===== config.mk =====
export PLATFORM = sky130hd
export DESIGN_NAME = inst_encoder
export DESIGN_NICKNAME = d
export VERILOG_FILES = /design/src/rtl/rv_isa_pkg.sv /design/src/rtl/inst_encode_pack.sv /design/src/rtl/inst_encoder.sv
export SDC_FILE = /design/constraint.sdc
export NUM_CORES = 1
export LEC_CHECK = 0
export CORE_UTILIZATION = 45
export DETAILED_ROUTE_END_ITERATION = 10
export GPL_TIMING_DRIVEN = 1
export PLACE_DENSITY_LB_ADDON = 0.08
export RECOVER_POWER = 50
export SLEW_MARGIN = 25
export SYNTH_ARGS = -nofsm -noshare
export SYNTH_HDL_FRONTEND = slang
export SYNTH_SLANG_ARGS = --single-unit

===== constraint.sdc =====
create_clock -name clk -period 1.89 [get_ports clk]
set_input_delay 0.378 -clock clk [delete_from_list [all_inputs] [get_ports clk]]
set_output_delay 0.378 -clock clk [all_outputs]
set_load 0.02 [all_outputs]

===== src/rtl/rv_isa_pkg.sv =====
`default_nettype none
// ============================================================================
// Module      : rv_isa_pkg
// Description : Shared RV64I definitions for the decode and encode paths.
//               Holds opcodes, instruction formats, the decoded field bundle
//               and the stage-1 register layout of the encoder.
// Revision    : 1.0 - initial release
// ============================================================================
package rv_isa_pkg;

  // Base opcodes handled by the encoder
  localparam logic [6:0] OPC_LUI     = 7'b0110111;
  localparam logic [6:0] OPC_AUIPC   = 7'b0010111;
  localparam logic [6:0] OPC_JAL     = 7'b1101111;
  localparam logic [6:0] OPC_JALR    = 7'b1100111;
  localparam logic [6:0] OPC_BRANCH  = 7'b1100011;
  localparam logic [6:0] OPC_LOAD    = 7'b0000011;
  localparam logic [6:0] OPC_STORE   = 7'b0100011;
  localparam logic [6:0] OPC_OPIMM   = 7'b0010011;
  localparam logic [6:0] OPC_OPIMM32 = 7'b0011011;
  localparam logic [6:0] OPC_OP      = 7'b0110011;
  localparam logic [6:0] OPC_OP32    = 7'b0111011;

  typedef enum logic [2:0] {
    FMT_R   = 3'd0,
    FMT_I   = 3'd1,
    FMT_S   = 3'd2,
    FMT_B   = 3'd3,
    FMT_U   = 3'd4,
    FMT_J   = 3'd5,
    FMT_ILL = 3'd6
  } inst_fmt_e;

  typedef struct packed {
    logic [63:0] addr;
    logic [6:0]  opcode;
    logic [4:0]  rd;
    logic [4:0]  rs1;
    logic [4:0]  rs2;
    logic [31:0] imm;
    logic        width_32;
    logic [2:0]  funct3;
    logic [6:0]  funct7;
  } decoded_inst_t;

  // Stage-1 register contents. The immediate has already been range-checked,
  // so only the 21 bits any format can place in the word are kept.
  typedef struct packed {
    inst_fmt_e   fmt;
    logic        illegal;
    logic [63:0] addr;
    logic [6:0]  opcode;
    logic [4:0]  rd;
    logic [4:0]  rs1;
    logic [4:0]  rs2;
    logic [20:0] imm;
    logic [2:0]  funct3;
    logic [6:0]  funct7;
  } enc_stage_t;

  // True when imm is representable as a BITS-wide two's complement value,
  // i.e. every bit from BITS-1 upward equals the sign bit.
  function automatic logic imm_fits_signed(input logic [31:0] imm, input int bits);
    logic ok;
    ok = 1'b1;
    for (int i = 0; i < 32; i++) begin
      if ((i >= bits - 1) && (imm[i] != imm[31])) ok = 1'b0;
    end
    return ok;
  endfunction

endpackage
`default_nettype wire


===== src/rtl/inst_encode_pack.sv =====
`default_nettype none
// ============================================================================
// Module      : inst_encode_pack
// Description : Combinational packer: places already-validated fields into
//               the standard RV bit layout for the given format. FMT_ILL
//               produces an all-zero word.
// Revision    : 1.0 - initial release
// ============================================================================
module inst_encode_pack
  import rv_isa_pkg::*;
(
  input  inst_fmt_e   fmt,
  input  logic [6:0]  opcode,
  input  logic [4:0]  rd,
  input  logic [4:0]  rs1,
  input  logic [4:0]  rs2,
  input  logic [20:0] imm,
  input  logic [2:0]  funct3,
  input  logic [6:0]  funct7,
  output logic [31:0] instr
);

  logic is_shift;

  // Select the bit layout by format; shifts carry funct7 bits above shamt
  always_comb begin
    is_shift = (funct3 == 3'b001) || (funct3 == 3'b101);
    instr    = 32'h0;
    case (fmt)
      FMT_R: instr = {funct7, rs2, rs1, funct3, rd, opcode};
      FMT_I: begin
        if ((opcode == OPC_OPIMM) && is_shift)
          instr = {funct7[6:1], imm[5:0], rs1, funct3, rd, opcode};
        else if ((opcode == OPC_OPIMM32) && is_shift)
          instr = {funct7, imm[4:0], rs1, funct3, rd, opcode};
        else
          instr = {imm[11:0], rs1, funct3, rd, opcode};
      end
      FMT_S: instr = {imm[11:5], rs2, rs1, funct3, imm[4:0], opcode};
      FMT_B: instr = {imm[12], imm[10:5], rs2, rs1, funct3, imm[4:1], imm[11], opcode};
      FMT_U: instr = {imm[19:0], rd, opcode};
      FMT_J: instr = {imm[20], imm[10:1], imm[11], imm[19:12], rd, opcode};
      default: instr = 32'h0;
    endcase
  end

endmodule
`default_nettype wire


===== src/rtl/inst_encoder.sv =====
`default_nettype none
// ============================================================================
// Module      : inst_encoder
// Description : Two-stage valid/ready encoder turning a decoded_inst_t field
//               bundle back into a 32-bit RV64I word. Stage 1 classifies and
//               range-checks, stage 2 packs. Unencodable inputs still emit a
//               zero word flagged illegal so the stream stays address-aligned.
// Revision    : 1.0 - initial release
// ============================================================================
module inst_encoder
  import rv_isa_pkg::*;
#(
  parameter int CNT_W = 32
) (
  input  logic             clk,
  input  logic             reset_n,
  input  logic             flush,
  input  logic             in_valid,
  output logic             in_ready,
  input  decoded_inst_t    in_inst,
  output logic             out_valid,
  input  logic             out_ready,
  output logic [63:0]      out_addr,
  output logic [31:0]      out_instr,
  output logic             out_illegal,
  output logic [CNT_W-1:0] enc_count,
  output logic [CNT_W-1:0] ill_count
);

  localparam logic [CNT_W-1:0] CNT_ONE = {{(CNT_W-1){1'b0}}, 1'b1};

  // Stage-1 register
  logic       s1_valid_q, s1_valid_d;
  enc_stage_t s1_q, s1_d;
  // Stage-2 (output) register
  logic        out_valid_q, out_valid_d;
  logic [63:0] out_addr_q, out_addr_d;
  logic [31:0] out_instr_q, out_instr_d;
  logic        out_illegal_q, out_illegal_d;
  // Statistics
  logic [CNT_W-1:0] enc_count_q, enc_count_d;
  logic [CNT_W-1:0] ill_count_q, ill_count_d;

  // Handshake helpers
  logic s2_ready, in_ready_w, in_fire, s1_adv, out_fire;

  // Classification results for the incoming bundle
  inst_fmt_e  cls_fmt;
  logic       cls_f3_bad, cls_imm_bad, cls_illegal;
  enc_stage_t cls_stage;

  logic [31:0] packed_instr;

  // width_32 is re-derived from opcode/funct3 on decode, so it has no role here
  logic unused_width_32;
  assign unused_width_32 = in_inst.width_32;

  assign s2_ready   = !out_valid_q || out_ready;
  assign in_ready_w = !flush && (!s1_valid_q || s2_ready);
  assign in_fire    = in_valid && in_ready_w;
  assign s1_adv     = s1_valid_q && s2_ready;
  assign out_fire   = out_valid_q && out_ready;

  // Stage 1: determine format and check funct3 / immediate encodability
  always_comb begin
    cls_fmt     = FMT_ILL;
    cls_f3_bad  = 1'b0;
    cls_imm_bad = 1'b0;
    case (in_inst.opcode)
      OPC_LUI, OPC_AUIPC: begin
        cls_fmt     = FMT_U;
        cls_imm_bad = |in_inst.imm[31:20];
      end
      OPC_JAL: begin
        cls_fmt     = FMT_J;
        cls_imm_bad = !imm_fits_signed(in_inst.imm, 21) || in_inst.imm[0];
      end
      OPC_JALR: begin
        cls_fmt     = FMT_I;
        cls_f3_bad  = (in_inst.funct3 != 3'b000);
        cls_imm_bad = !imm_fits_signed(in_inst.imm, 12);
      end
      OPC_LOAD: begin
        cls_fmt     = FMT_I;
        cls_f3_bad  = (in_inst.funct3 == 3'b111);
        cls_imm_bad = !imm_fits_signed(in_inst.imm, 12);
      end
      OPC_OPIMM: begin
        cls_fmt = FMT_I;
        if ((in_inst.funct3 == 3'b001) || (in_inst.funct3 == 3'b101))
          cls_imm_bad = |in_inst.imm[31:6];
        else
          cls_imm_bad = !imm_fits_signed(in_inst.imm, 12);
      end
      OPC_OPIMM32: begin
        cls_fmt    = FMT_I;
        cls_f3_bad = !((in_inst.funct3 == 3'b000) || (in_inst.funct3 == 3'b001) ||
                       (in_inst.funct3 == 3'b101));
        if ((in_inst.funct3 == 3'b001) || (in_inst.funct3 == 3'b101))
          cls_imm_bad = |in_inst.imm[31:5];
        else
          cls_imm_bad = !imm_fits_signed(in_inst.imm, 12);
      end
      OPC_STORE: begin
        cls_fmt     = FMT_S;
        cls_f3_bad  = in_inst.funct3[2];
        cls_imm_bad = !imm_fits_signed(in_inst.imm, 12);
      end
      OPC_BRANCH: begin
        cls_fmt     = FMT_B;
        cls_f3_bad  = (in_inst.funct3 == 3'b010) || (in_inst.funct3 == 3'b011);
        cls_imm_bad = !imm_fits_signed(in_inst.imm, 13) || in_inst.imm[0];
      end
      OPC_OP: begin
        cls_fmt = FMT_R;
      end
      OPC_OP32: begin
        cls_fmt    = FMT_R;
        cls_f3_bad = (in_inst.funct3 == 3'b010) || (in_inst.funct3 == 3'b011) ||
                     (in_inst.funct3 == 3'b111);
      end
      default: cls_fmt = FMT_ILL;
    endcase

    cls_illegal       = (cls_fmt == FMT_ILL) || cls_f3_bad || cls_imm_bad;
    cls_stage.fmt     = cls_illegal ? FMT_ILL : cls_fmt;
    cls_stage.illegal = cls_illegal;
    cls_stage.addr    = in_inst.addr;
    cls_stage.opcode  = in_inst.opcode;
    cls_stage.rd      = in_inst.rd;
    cls_stage.rs1     = in_inst.rs1;
    cls_stage.rs2     = in_inst.rs2;
    cls_stage.imm     = in_inst.imm[20:0];
    cls_stage.funct3  = in_inst.funct3;
    cls_stage.funct7  = in_inst.funct7;
  end

  // Stage 2 packer works directly on the stage-1 register
  inst_encode_pack u_pack (
    .fmt    (s1_q.fmt),
    .opcode (s1_q.opcode),
    .rd     (s1_q.rd),
    .rs1    (s1_q.rs1),
    .rs2    (s1_q.rs2),
    .imm    (s1_q.imm),
    .funct3 (s1_q.funct3),
    .funct7 (s1_q.funct7),
    .instr  (packed_instr)
  );

  // Next-state: pipeline advance, flush clearing and statistics
  always_comb begin
    s1_valid_d    = s1_valid_q;
    s1_d          = s1_q;
    out_valid_d   = out_valid_q;
    out_addr_d    = out_addr_q;
    out_instr_d   = out_instr_q;
    out_illegal_d = out_illegal_q;
    enc_count_d   = enc_count_q;
    ill_count_d   = ill_count_q;

    if (in_fire) begin
      s1_valid_d = 1'b1;
      s1_d       = cls_stage;
    end else if (s1_adv) begin
      s1_valid_d = 1'b0;
    end

    if (s2_ready) out_valid_d = s1_valid_q;
    if (s1_adv) begin
      out_addr_d    = s1_q.addr;
      out_instr_d   = s1_q.illegal ? 32'h0 : packed_instr;
      out_illegal_d = s1_q.illegal;
    end

    // A word leaving in the flush cycle was delivered, so it is still counted
    if (out_fire) begin
      if (out_illegal_q) ill_count_d = ill_count_q + CNT_ONE;
      else               enc_count_d = enc_count_q + CNT_ONE;
    end

    if (flush) begin
      s1_valid_d  = 1'b0;
      out_valid_d = 1'b0;
    end
  end

  // State registers with asynchronous active-low reset
  always_ff @(posedge clk or negedge reset_n) begin
    if (!reset_n) begin
      s1_valid_q    <= 1'b0;
      s1_q          <= '0;
      out_valid_q   <= 1'b0;
      out_addr_q    <= 64'h0;
      out_instr_q   <= 32'h0;
      out_illegal_q <= 1'b0;
      enc_count_q   <= '0;
      ill_count_q   <= '0;
    end else begin
      s1_valid_q    <= s1_valid_d;
      s1_q          <= s1_d;
      out_valid_q   <= out_valid_d;
      out_addr_q    <= out_addr_d;
      out_instr_q   <= out_instr_d;
      out_illegal_q <= out_illegal_d;
      enc_count_q   <= enc_count_d;
      ill_count_q   <= ill_count_d;
    end
  end

  assign in_ready    = in_ready_w;
  assign out_valid   = out_valid_q;
  assign out_addr    = out_addr_q;
  assign out_instr   = out_instr_q;
  assign out_illegal = out_illegal_q;
  assign enc_count   = enc_count_q;
  assign ill_count   = ill_count_q;

endmodule
`default_nettype wire


After elaboration in Yosys (flattened, before gate mapping) --
Cells that the tools add are included.
Operators by class: add/sub/neg operators 2, equal/unequal tests 46, muxes and demuxes 73, bitwise logic cells 1, reductions and logical operators 42
Operators by type and width (number):
- case mux 32 bit (6 select lines) | 1
- 2-to-1 mux 32 bit | 3
- 2-to-1 mux 1 bit | 65
- adder 32 x 1 -> 32 bit (second input constant) | 2
- equality test 7 x 5 -> 1 bit (second input constant) | 5
- equality test 7 x 6 -> 1 bit (second input constant) | 4
- OR reduction 27 bit | 1
- OR reduction 26 bit | 1
- equality test 7 bit (second input constant) | 3
- != test 1 bit | 20
- equality test 3 bit (second input constant) | 6
- case mux 3 bit (6 select lines) | 1
- equality test 3 x 2 -> 1 bit (second input constant) | 4
- logical OR 1 bit | 12
- OR reduction 12 bit | 1
- zero test 1 bit | 11
- equality test 3 x 1 -> 1 bit (second input constant) | 3
- case mux 1 bit (8 select lines) | 1
- equality test 7 x 2 -> 1 bit (second input constant) | 1
- logical AND 1 bit | 6
- zero test 3 bit | 2
- case mux 1 bit (6 select lines) | 1
- nonzero test 3 bit | 2
- AND reduction 2 bit | 2
- 5 further kinds | 6
Storage, ports and cells: register bits after elaboration 284, bits of input ports 134, output and inout bits 163, logic and storage cells 181

Longest topological paths before layout --
Gate-level depths: netlist of run 1.
word-level depth 28, mapped depth 8, depth with buffers taken out 8

Hierarchy --
Synthesis of run 1 repeated with hierarchy kept, for this count alone.
Second synthesis, totals: cells, all modules 1233, area total of the unflattened synthesis 12410.7 µm²
By module, submodules not included:
- inst_encoder | times used 1, cells each 1129, area an instance 11723.7 µm², seq. area each 7106.8 µm²
- inst_encode_pack | times used 1, cells each 104, area an instance 686.9 µm², seq. area each 0.0 µm²

Least setup slack after synthesis of run 1 --
OpenSTA, ideal clock, no wires.
path type register to register, start point register out_valid_q, in the netlist out_valid, end point register s1_q[31] (netlist name), library setup time 0.065 ns, arrival time 2.189 ns, data required time 1.825 ns, slack -0.365 ns, stages on the path, launching flop included 9, path buffers 3, clock period less this slack 2.255 ns, cell sequence dfrtp_1 > nor2b_1 > a21oi_1 > and2_1 > clkbuf_1 > clkbuf_1 > buf_1 > nand2_1 > nand2_1
Between the ends: cells in the longest elaborated chain, start to end 5
RTL lines:
- start: declaration | RTL line inst_encoder.sv:36 | logic out_valid_q, out_valid_d;
- start signal: assignment | RTL line inst_encoder.sv:202 | out_valid_q <= out_valid_d;
- zero test 1 bit | RTL line inst_encoder.sv:58 | assign s2_ready = !out_valid_q || out_ready;
- logical OR 1 bit | RTL line inst_encoder.sv:58
- logical OR 1 bit | RTL line inst_encoder.sv:59 | assign in_ready_w = !flush && (!s1_valid_q || s2_ready);
- logical AND 1 bit | RTL line inst_encoder.sv:59
- via in_ready | RTL line inst_encoder.sv:19 | output logic in_ready,
- logical AND 1 bit | RTL line inst_encoder.sv:60 | assign in_fire = in_valid && in_ready_w;
- end signal: assignment | RTL line inst_encoder.sv:192 | s1_q <= '0;
- end signal: assignment | RTL line inst_encoder.sv:201 | s1_q <= s1_d;
- end: declaration | RTL line inst_encoder.sv:34 | enc_stage_t s1_q, s1_d;
The timed path passes the listed nets, and every way through them passes these cells. A chain may end at the register's enable or synchronous reset.

Final worst setup path of run 1 --
start point register s1_q[8] (netlist name), end point register out_instr_q[30], in the netlist out_instr[30]
Between the ends: cells in the longest elaborated chain, start to end 7, elaborated cells between the ends (all ways) 9, classes of those cells eq/ne: 2; mux: 4; reduce/logical: 3
RTL lines:
- equality test 3 x 1 -> 1 bit or equality test 3 bit (tied branches) | RTL line inst_encode_pack.sv:27 | is_shift = (funct3 == 3'b001) || (funct3 == 3'b101);
- logical OR 1 bit (*) | RTL line inst_encode_pack.sv:27
- logical AND 1 bit | RTL line inst_encode_pack.sv:34 | else if ((opcode == OPC_OPIMM32) && is_shift)
- 2-to-1 mux 32 bit | RTL line inst_encode_pack.sv:34
- 2-to-1 mux 32 bit (*) | RTL line inst_encode_pack.sv:32 | if ((opcode == OPC_OPIMM) && is_shift)
- case mux 32 bit (6 select lines) (*) | RTL line inst_encode_pack.sv:29 | case (fmt)
- 2-to-1 mux 32 bit (*) | RTL line inst_encoder.sv:172 | out_instr_d = s1_q.illegal ? 32'h0 : packed_instr;
- end signal: assignment | RTL line inst_encoder.sv:204 | out_instr_q <= out_instr_d;
- end: declaration | RTL line inst_encoder.sv:38 | logic [31:0] out_instr_q, out_instr_d;
Mark *: on every way between the ends. The rest lies on a longest branch, timed or not.

==> impl_metrics.ini, run 1 <==
[sta]
max-slew-margin-rel_pct = 41.8
setup_violations = 2
fmax_ghz = 0.520
clock-skew-final_ns = 0.00818
tightest_slew_ns = 0.872
final_hold_viol_count = 0
fin_hold_ws_ns = 0.154
fin_crit_sh_pct = 102
min_period_ns = 1.92
rsz0062_at_grt = true
fin_ws_ns = -0.0339
final_max_slew_viol_count = 0

[floorplanning]
coreArea_sq_mm = 0.0260
dieWidth_um = 165
start_util_pct = 45.9
fp.dieH_um = 165
dieArea_sq_mm = 0.0271
ios = 297
rows = 59

[pwr]
p_seq_share_pct = 45.8
switchingPower_mw = 4.38
vdd.ir_drop.worst_mv = 0.803
p_total_mw = 15.9
clkPwrFrac_pct = 36.2
powerDensity_mw_per_mm2 = 933
combPwrFrac_pct = 18.1
switching_share_pct = 27.6
internal-power_mw = 11.5
power_leakage_nw = 8.74

[logic_synthesis]
ys.flop_type = dfrtp_1
synth_top_area_share_pct = 59.6
async_flop_share_pct = 100
synth_edf_count = 0
ys_seq_elements = 284
yosys.area.top_type = dfrtp_1
synth_fp_nets = 1303
syn_inst = 1166
yosysSeqAreaShare_pct = 59.6
synth_area_sq_mm = 0.0119
yosysWarnings = 0
synth.area.top_cells = dfrtp_1, nand2_1, mux2_2, xnor2_1, clkbuf_1
syn_area_per_cell_sq_um = 10.2
synth.distinct_cells = 54

[global_routing]
grt.total_usage_pct = 23.0
grt_pass1_wl_mm = 49.4
grt-ovfl-total = 0
grt_pass1_vias = 9387
grt_max_degree = 64
grt_antenna_before_repair = 1

[setup_path]
critPathCaptureType = flop
cp_num_cells = 6
slowest_delay_ns = 0.40
worstRegToRegCells = 6
crit_chain = nor4bb_2 > nand4_1 > o21ai_1 > mux2i_2 > a222oi_1 > o21ai_1
cp_slowest_cell = a222oi_1
critPathKind = flop to flop
crit_family = compound AO/OA/AOI/OAI gates
worstPathArrival_ns = 2.35
cp_max_fo = 5
start_kind = flop
critPathRequiredTime_ns = 2.32
crit_path_frequent_cell = o21ai_1
cp.buffers_inverters = 0

[outcome]
status = finished with violations
violations = setup timing

[routing]
drc_errors = 0
drtPass1Iterations = 5
vias = 9773
avgRoutedWirePerCell_um = 16.3
vias_per_cell = 5.06
drt-total-wl_mm = 31.4
drt-initial-drc-count = 598
ant_nets = 0

[cts]
clock-sinks = 284
clk_path_buf_depth = 3
clock_latency_ns = 0.56
htree_levels = 1
clk_pin_slew_worst_paths_ns = 0.06
numCtsBuffers = 31
tritoncts = done
root_buffer = clkbuf_16

[placement]
dp.cells = 1867
hpwl_mm = 22.6
port_buffers = 295
gp_congestion = 0.844

[finish]
area_growth_syn_to_layout_pct = 42.8
drive_gt1_share_pct = 16.7
antenna_cells = 0
nets = 1707
instances_no_fill = 1930

[min_path]
whs_path_depth = 4
hp-class = primary input to flop

[flow_run]
cap_viol_max_count = 0
[cells by family (layout without fill, tap and decap cells)]
| group | Yosys count | count (layout) | synth area share, % |
|---|---|---|---|
| simple gates | 574 | 574 | 20.6 |
| mux | 79 | 79 | 7.35 |
| buf+inv | 63 | 492 | 1.98 |
| fa+ha+maj | 3 | 3 | 0.315 |
| compound gates | 100 | 100 | 5.48 |
| flops | 284 | 284 | 59.6 |
| xor+xnor | 63 | 63 | 4.63 |
[Yosys cell counts, types with 4 or more instances]
cell type    n
buf_1        5
xor2_1      19
nor2_1      43
nor3_1      12
xnor2_1     44
a22o_1       7
o21ai_0     33
mux2_2      68
mux2i_1     11
a222oi_1     5
clkbuf_1    46
nand3_1     24
or3_1        7
or4_1        4
a21oi_1     22
nand2_1    417
dfrtp_1    284
nand2b_1     6
inv_1       12
a22oi_1      8
and3_1      15
and4_1       5
nand4_1     16
nor4_1       5
a211oi_1     6
[what timing repair did]
action | CTS | global route
hold buffers | 1 | 0
hold endpoints to repair | 51 | 0
gates resized for setup | 184 | 31
buffers inserted | 0 | 5
endpoints found under the setup margin | 173 | 32
pin swaps | 12 | 16
[worst min-delay path: cells and delay by family]
family,cells,cell delay [ns]
buffers and inverters,2,0.22
and+or+nand+nor,2,0.09
[power groups by stage]
| stage | Combinational [mW] | Sequential [mW] | Clock (mW) |
|---|---|---|---|
| floorplan | 0.946 | 7.79 | 0 |
| global placement | 3.15 | 7.36 | 0 |
| detailed placement | 3.19 | 7.39 | 0 |
| CTS | 2.92 | 7.27 | 5.88 |
| global route | 3.13 | 7.36 | 6.16 |
| finish | 2.87 | 7.26 | 5.74 |
[per-layer routing]
layer	routed length, um	vias up	GRT usage (%)
li1	-	4720	-
met1	13900	4738	31.8
met2	15100	272	37.7
met3	1780	43	3.49
met4	696	0	5.84
met5	0	-	0
[placed cells by master, fill, tap and decap left out, types with 16 or more instances in the layout]
cell,instances
nand2_1,416
dfrtp_1,279
dlygate4sd2_1,166
clkdlybuf4s50_1,114
buf_4,95
mux2_2,68
xnor2_1,44
nor2_1,40
clkbuf_16,31
nand3_1,24
o21ai_0,24
clkbuf_1,22
a21oi_1,21
xor2_1,19
nand4_1,16
[path summary, 6_finish.rpt]
| kind | from | to | slack, ns |
|---|---|---|---|
| setup / recovery | s1_q[8]$_DFFE_PN0P_ | out_instr[30]$_DFFE_PN0P_ | -0.03 |
| hold / removal | in_inst[28] | s1_q[27]$_DFFE_PN0P_ | 0.15 |
| setup reg to reg | s1_q[8]$_DFFE_PN0P_ | out_instr[30]$_DFFE_PN0P_ | -0.03 |
| hold reg to reg | enc_count[31]$_DFFE_PN0P_ | enc_count[31]$_DFFE_PN0P_ | 0.47 |
| max in group asynchronous | reset_n | out_instr[27]$_DFFE_PN0P_ | 0.26 |
| min in group asynchronous | reset_n | enc_count[3]$_DFFE_PN0P_ | 0.51 |
[flip-flops by register name, summed over array words and instances (netlist names)]
signal	flops
out_instr	32
enc_count	32
out_illegal	1
s1_valid_q	1
out_addr	64
out_valid	1
ill_count	32
s1_q	121
[through the flow]
stage	worst slack, ns	setup TNS [ns]	area, sq um	util (%)
6_report	-0.0339	-0.0348	17000	65.5
5_1_grt	-0.137	-1.52	17000	65.5
4_1_cts	-0.0246	-0.0285	17100	65.7
3_5_place_dp	-0.647	-63.16	16200	62.5
3_3_place_gp	-0.600	-54.73	16200	62.5
2_1_floorplan	-0.0968	-0.362	12000	-
[final cells by class]
class | instances | area (sq um)
Fill cell | 2203 | 8970
Sequential cell | 284 | 7110
Multi-Input combinational cell | 819 | 4710
Timing Repair Buffer | 422 | 3750
Clock buffer | 50 | 927
Tap cell | 335 | 419
Clock inverter | 8 | 58.8
Inverter | 12 | 45.0
No activity file was read; power rests on OpenSTA's default activity.
==> run 2, diff against run 1 <==
--- a/config.mk
+++ b/config.mk
@@ -5,6 +5,7 @@
 export SDC_FILE = /design/constraint.sdc
 export NUM_CORES = 1
 export LEC_CHECK = 0
+export CORE_MARGIN = 8
 export CORE_UTILIZATION = 45
 export DETAILED_ROUTE_END_ITERATION = 10
 export GPL_TIMING_DRIVEN = 1
==> run 2 against run 1 <==
The run still ends with setup timing left; combinational power grew 3%; global-route usage shrank 2.3 points; hold slack gained 0.027 ns; critical endpoint is now in_ready; register-to-register slack gained 0.03 ns.
==> impl_metrics.ini, run 2 (synthesis gave the netlist of run 1 again) <==
[cts]
clock-sinks = 284
htree_levels = 1
clk_pin_slew_worst_paths_ns = 0.06
root_buffer = clkbuf_16
clk_path_buf_depth = 3
tritoncts = done
clock_latency_ns = 0.54
numCtsBuffers = 30

[routing]
ant_nets = 0
drt-total-wl_mm = 34.8
drtPass1Iterations = 4
vias_per_cell = 5.06
avgRoutedWirePerCell_um = 18.0
drc_errors = 0
vias = 9780
drt-initial-drc-count = 568

[pwr]
clkPwrFrac_pct = 36.2
combPwrFrac_pct = 18.5
switching_share_pct = 27.2
vdd.ir_drop.worst_mv = 0.861
powerDensity_mw_per_mm2 = 923
switchingPower_mw = 4.35
internal-power_mw = 11.6
power_leakage_nw = 8.81
p_seq_share_pct = 45.4
p_total_mw = 16.0

[min_path]
hp-class = primary input to flop

[setup_path]
cp_max_fo = 3
cp_slowest_cell = dfrtp_2
start_kind = flop
crit_chain = nor2b_1 > a21oi_2 > buf_4 > buf_6
cp.buffers_inverters = 2
slowest_delay_ns = 0.40
crit_family = flip-flops
critPathCaptureType = output pin
worstPathArrival_ns = 1.53
critPathKind = flop to output pin
critPathRequiredTime_ns = 1.51

[sta]
min_period_ns = 1.90
fmax_ghz = 0.525
setup_violations = 2
finalSetupTns_ns = -0.0174
rsz0062_at_grt = true
final_max_slew_viol_count = 0
fin_ws_ns = -0.0135
final_hold_viol_count = 0
clock-skew-final_ns = 0.00679
tightest_slew_ns = 1.30
fin_crit_sh_pct = 101
max-slew-margin-rel_pct = 13.6

[finish]
largest_reg_flops = 121
layout_common_cells = nand2_1, dfrtp_1, dlygate4sd2_1, clkdlybuf4s50_1, buf_4
instances_no_fill = 1931
nets = 1712
drive_gt1_share_pct = 18.1
layout_commonest_cell = nand2_1
largest-register = s1_q
area_growth_syn_to_layout_pct = 45.3

[floorplanning]
rows = 59
ios = 297
dieArea_sq_mm = 0.0319
coreArea_sq_mm = 0.0261
fp.dieH_um = 179
dieWidth_um = 179
start_util_pct = 45.7

[global_routing]
grt-ovfl-total = 0
grt.total_usage_pct = 20.6
grt_antenna_before_repair = 2
grt_max_degree = 69
grt_pass1_vias = 10103
grt_pass1_wl_mm = 53.2

[outcome]
status = finished with violations
violations = setup timing

[flow_run]
cap_viol_max_count = 0

[placement]
gp_congestion = 0.839
hpwl_mm = 24.6
port_buffers = 295
dp.cells = 1862
## run 2: cell count changes in the layout (fill, tap and decap cells not counted), moves of 4 or more
cell	before	now
clkbuf_1	22	30
nand2_4	0	7
clkbuf_2	7	2
nand2_2	1	7
nand2_1	416	403
buf_4	95	90
clkbuf_16	31	37
buf_8	0	4
dlygate4sd2_1	166	158
## run 2: worst paths after layout
| check | from | end | slack, ns | cells past startpoint |
|---|---|---|---|---|
| max | out_valid$_DFFE_PN0P_ | in_ready | -0.01 | 4 |
| min | in_inst[29] | s1_q[28]$_DFFE_PN0P_ | 0.18 | 4 |
| max reg2reg | s1_q[52]$_DFFE_PN0P_ | out_instr[26]$_DFFE_PN0P_ | 0 | 6 |
| min reg2reg | enc_count[31]$_DFFE_PN0P_ | enc_count[31]$_DFFE_PN0P_ | 0.46 | 1 |
| max in group asynchronous | reset_n | out_valid$_DFFE_PN0P_ | 0.19 | 3 |
| min in group asynchronous | reset_n | enc_count[19]$_DFFE_PN0P_ | 0.68 | 2 |
## run 2: metal layers
metal | global-route usage [%] | wire length, um | part of all wire [%]
met4 | 6.51 | 967 | 2.8
met1 | 26.8 | 14900 | 43
met5 | 0 | 11 | 0.032
met3 | 4.99 | 2400 | 6.9
met2 | 33.6 | 16500 | 47
## run 2: through the flow
stage	setup slack [ns]	util (%)	area (sq um)	hold WS (ns)
after floorplan	-0.0968	-	12000	0.0824
after global placement	-0.588	62.2	16200	0.340
after detailed placement	-0.640	62.2	16200	0.339
after CTS	-0.00754	65.7	17100	0.273
after global routing	-0.153	66.5	17300	0.183
final	-0.0135	66.5	17300	0.181
## run 2: final cells by class
class / count / area (sq um)
antenna: 2 / 5.00
clock buffer: 45 / 888
clock inverter: 6 / 82.6
fill: 2183 / 8740
inverter: 12 / 45.0
multi-input combinational: 819 / 4840
sequential: 284 / 7110
tap: 335 / 419
timing repair buffer: 428 / 3930
## run 2: power by group through the flow
stage	clock network, mW	logic [mW]	registers, mW
floorplan	0	0.946	7.79
global route	6.16	3.22	7.36
global placement	0	3.17	7.34
CTS	5.92	3.00	7.26
finish	5.78	2.95	7.26
detailed placement	0	3.21	7.37
## run 2: tightest hold or removal path, stage by stage
cell and delay (ns):
dlymetal6s2s_1 0.10, buf_4 0.12, nand2_1 0.04, nand2_1 0.05
## run 2: timing repair
item | in CTS | in global routing
endpoints found under the setup margin | 160 | 150
cloned | 0 | 7
pin swaps | 12 | 29
hold endpoints to repair | 45 | 0
buffers inserted | 6 | 5
hold buffers | 1 | 0
gates resized for setup | 176 | 67
==> run 3, diff against run 2 <==
--- a/config.mk
+++ b/config.mk
@@ -6,12 +6,12 @@
 export NUM_CORES = 1
 export LEC_CHECK = 0
 export CORE_MARGIN = 8
-export CORE_UTILIZATION = 45
+export CORE_UTILIZATION = 40
 export DETAILED_ROUTE_END_ITERATION = 10
 export GPL_TIMING_DRIVEN = 1
 export PLACE_DENSITY_LB_ADDON = 0.08
 export RECOVER_POWER = 50
-export SLEW_MARGIN = 25
+export SLEW_MARGIN = 5
 export SYNTH_ARGS = -nofsm -noshare
 export SYNTH_HDL_FRONTEND = slang
 export SYNTH_SLANG_ARGS = --single-unit
==> run 3 against run 2 <==
Final cell count is 2.6% higher; the flow still finishes with violations (setup timing); highest routed layer is now met4; clock power is 5.7% higher; combinational power about the same; global-route usage decreased by 1.9 points; largest power group unchanged.
==> impl_metrics.ini, run 3 (synthesis gave the netlist of run 1 again) <==
[sta]
fin_ws_ns = -0.0552
rsz0062_at_grt = true
final_hold_viol_count = 0
fin_crit_sh_pct = 103
final_max_slew_viol_count = 0
fin_hold_ws_ns = 0.171
max-slew-margin-rel_pct = 35.6
clock-skew-final_ns = 0.00900
tightest_slew_ns = 0.966
setup_violations = 2
fmax_ghz = 0.514
min_period_ns = 1.95

[cts]
numCtsBuffers = 31
clock_latency_ns = 0.55
clock-sinks = 284
clk_path_buf_depth = 3
htree_levels = 1
root_buffer = clkbuf_16
tritoncts = done
clk_pin_slew_worst_paths_ns = 0.06

[finish]
drive_gt1_share_pct = 17.9
largest_reg_flops = 121
fin_util_pct = 58.8
layout_common_cells = nand2_1, dfrtp_1, dlygate4sd2_1, clkdlybuf4s50_1, buf_4
area_growth_syn_to_layout_pct = 45.4
nets = 1703
layout_commonest_cell = nand2_1
largest-register = s1_q

[setup_path]
critPathRequiredTime_ns = 1.51
cp_max_fo = 4
critPathKind = primary input to output pin
crit_family = buffers and inverters
slowest_delay_ns = 0.58
critPathLaunch = out_ready
cp_slowest_cell = dlygate4sd3_1
start_kind = primary input
rr_startpoint = s1_q[52]$_DFFE_PN0P_
crit_chain = dlygate4sd3_1 > clkbuf_4 > nor2b_1 > a21oi_2 > buf_6
critPathCaptureType = output pin
cp.buffers_inverters = 3
worstPathArrival_ns = 1.57

[routing]
vias = 9725
drt-initial-drc-count = 648
drt-total-wl_mm = 34.0
avgRoutedWirePerCell_um = 17.2
ant_nets = 0
vias_per_cell = 4.91
drtPass1Iterations = 5
drc_errors = 0

[placement]
gp_congestion = 0.810
hpwl_mm = 24.9
port_buffers = 295

[pwr]
combPwrFrac_pct = 18.0
powerDensity_mw_per_mm2 = 940
internal-power_mw = 11.9
vdd.ir_drop.worst_mv = 0.607
power_leakage_nw = 8.84
p_seq_share_pct = 44.4
switchingPower_mw = 4.41
clkPwrFrac_pct = 37.5
switching_share_pct = 27.0

[global_routing]
grt_antenna_before_repair = 1
grt-ovfl-total = 0
grt.total_usage_pct = 18.7
grt_pass1_vias = 10071
grt_pass1_wl_mm = 54.9
grt_max_degree = 65

[outcome]
violations = setup timing
status = finished with violations

[floorplanning]
fp.dieH_um = 189
ios = 297
rows = 63
dieArea_sq_mm = 0.0356
start_util_pct = 40.4
coreArea_sq_mm = 0.0295
dieWidth_um = 189

[flow_run]
cap_viol_max_count = 0

[min_path]
hp-start = in_inst[24]
hp-class = primary input to flop
[run 3: cell count changes in the layout (fill, tap and decap cells not counted), sizes merged, moves of 3 or more]
cell	before	now
dlymetal6s2s	10	13
buf	107	119
dlygate4sd2	158	166
clkbuf	83	55
[run 3: timing repair]
action,CTS,global route
hold endpoints to repair,50,0
setup endpoints to repair,169,24
hold buffers,1,0
resized for setup,185,40
pin swaps,7,22
setup buffers,0,5
[run 3: power by group through the flow]
stage / Combinational, mW / Sequential [mW] / Clock [mW]
global route: 3.20 / 7.34 / 6.55
global placement: 3.21 / 7.34 / 0
CTS: 2.98 / 7.25 / 6.28
finish: 2.94 / 7.24 / 6.11
floorplan: 0.946 / 7.79 / 0
detailed placement: 3.25 / 7.37 / 0
[run 3: layout make-up]
cell class                      instances  area, sq um
Tap cell                              390          488
Antenna cell                            1         2.50
Fill cell                            2641        12200
Clock buffer                           50          957
Timing Repair Buffer                  418         3850
Clock inverter                          8         96.3
Sequential cell                       284         7110
Inverter                               12         45.0
Multi-Input combinational cell        819         4780
[run 3: per-stage QoR]
| step | setup WS (ns) | area, sq um | setup TNS [ns] | std cells | power, mW |
|---|---|---|---|---|---|
| after floorplan | -0.0968 | 12000 | -0.362 | 1166 | 8.73 |
| after global placement | -0.595 | 16200 | -65.75 | 1917 | 10.6 |
| after detailed placement | -0.686 | 16200 | -64.07 | 1917 | 10.6 |
| after CTS | 0.00452 | 17200 | 0 | 1976 | 16.5 |
| after global routing | -0.0699 | 17300 | -0.309 | 1982 | 17.1 |
| final | -0.0552 | 17300 | -0.0584 | 1982 | 16.3 |
[run 3: worst min-delay path, cell delays in order]
cell	delay [ns]
dlymetal6s2s_1	0.10
buf_4	0.12
nand2_1	0.04
nand2_1	0.05
[run 3: worst paths after layout]
path	depth (start not counted)	end	slack (ns)
setup / recovery	5	in_ready	-0.06
hold / removal	4	s1_q[23]$_DFFE_PN0P_	0.17
setup reg to reg	6	out_instr[28]$_DFFE_PN0P_	0
hold reg to reg	2	s1_q[114]$_DFFE_PN0P_	0.47
max in group asynchronous	3	s1_q[83]$_DFFE_PN0P_	0.50
min in group asynchronous	2	ill_count[6]$_DFFE_PN0P_	0.53
[run 3: per-layer routing]
metal  vias to the layer above  global-route usage [%]  wire length, um
li1                       4700                       -                -
met1                      4695                    24.5            14800
met2                       281                    31.0            16400
met3                        49                    4.07             2080
met4                         0                    5.14              766
met5                         -                       0                0
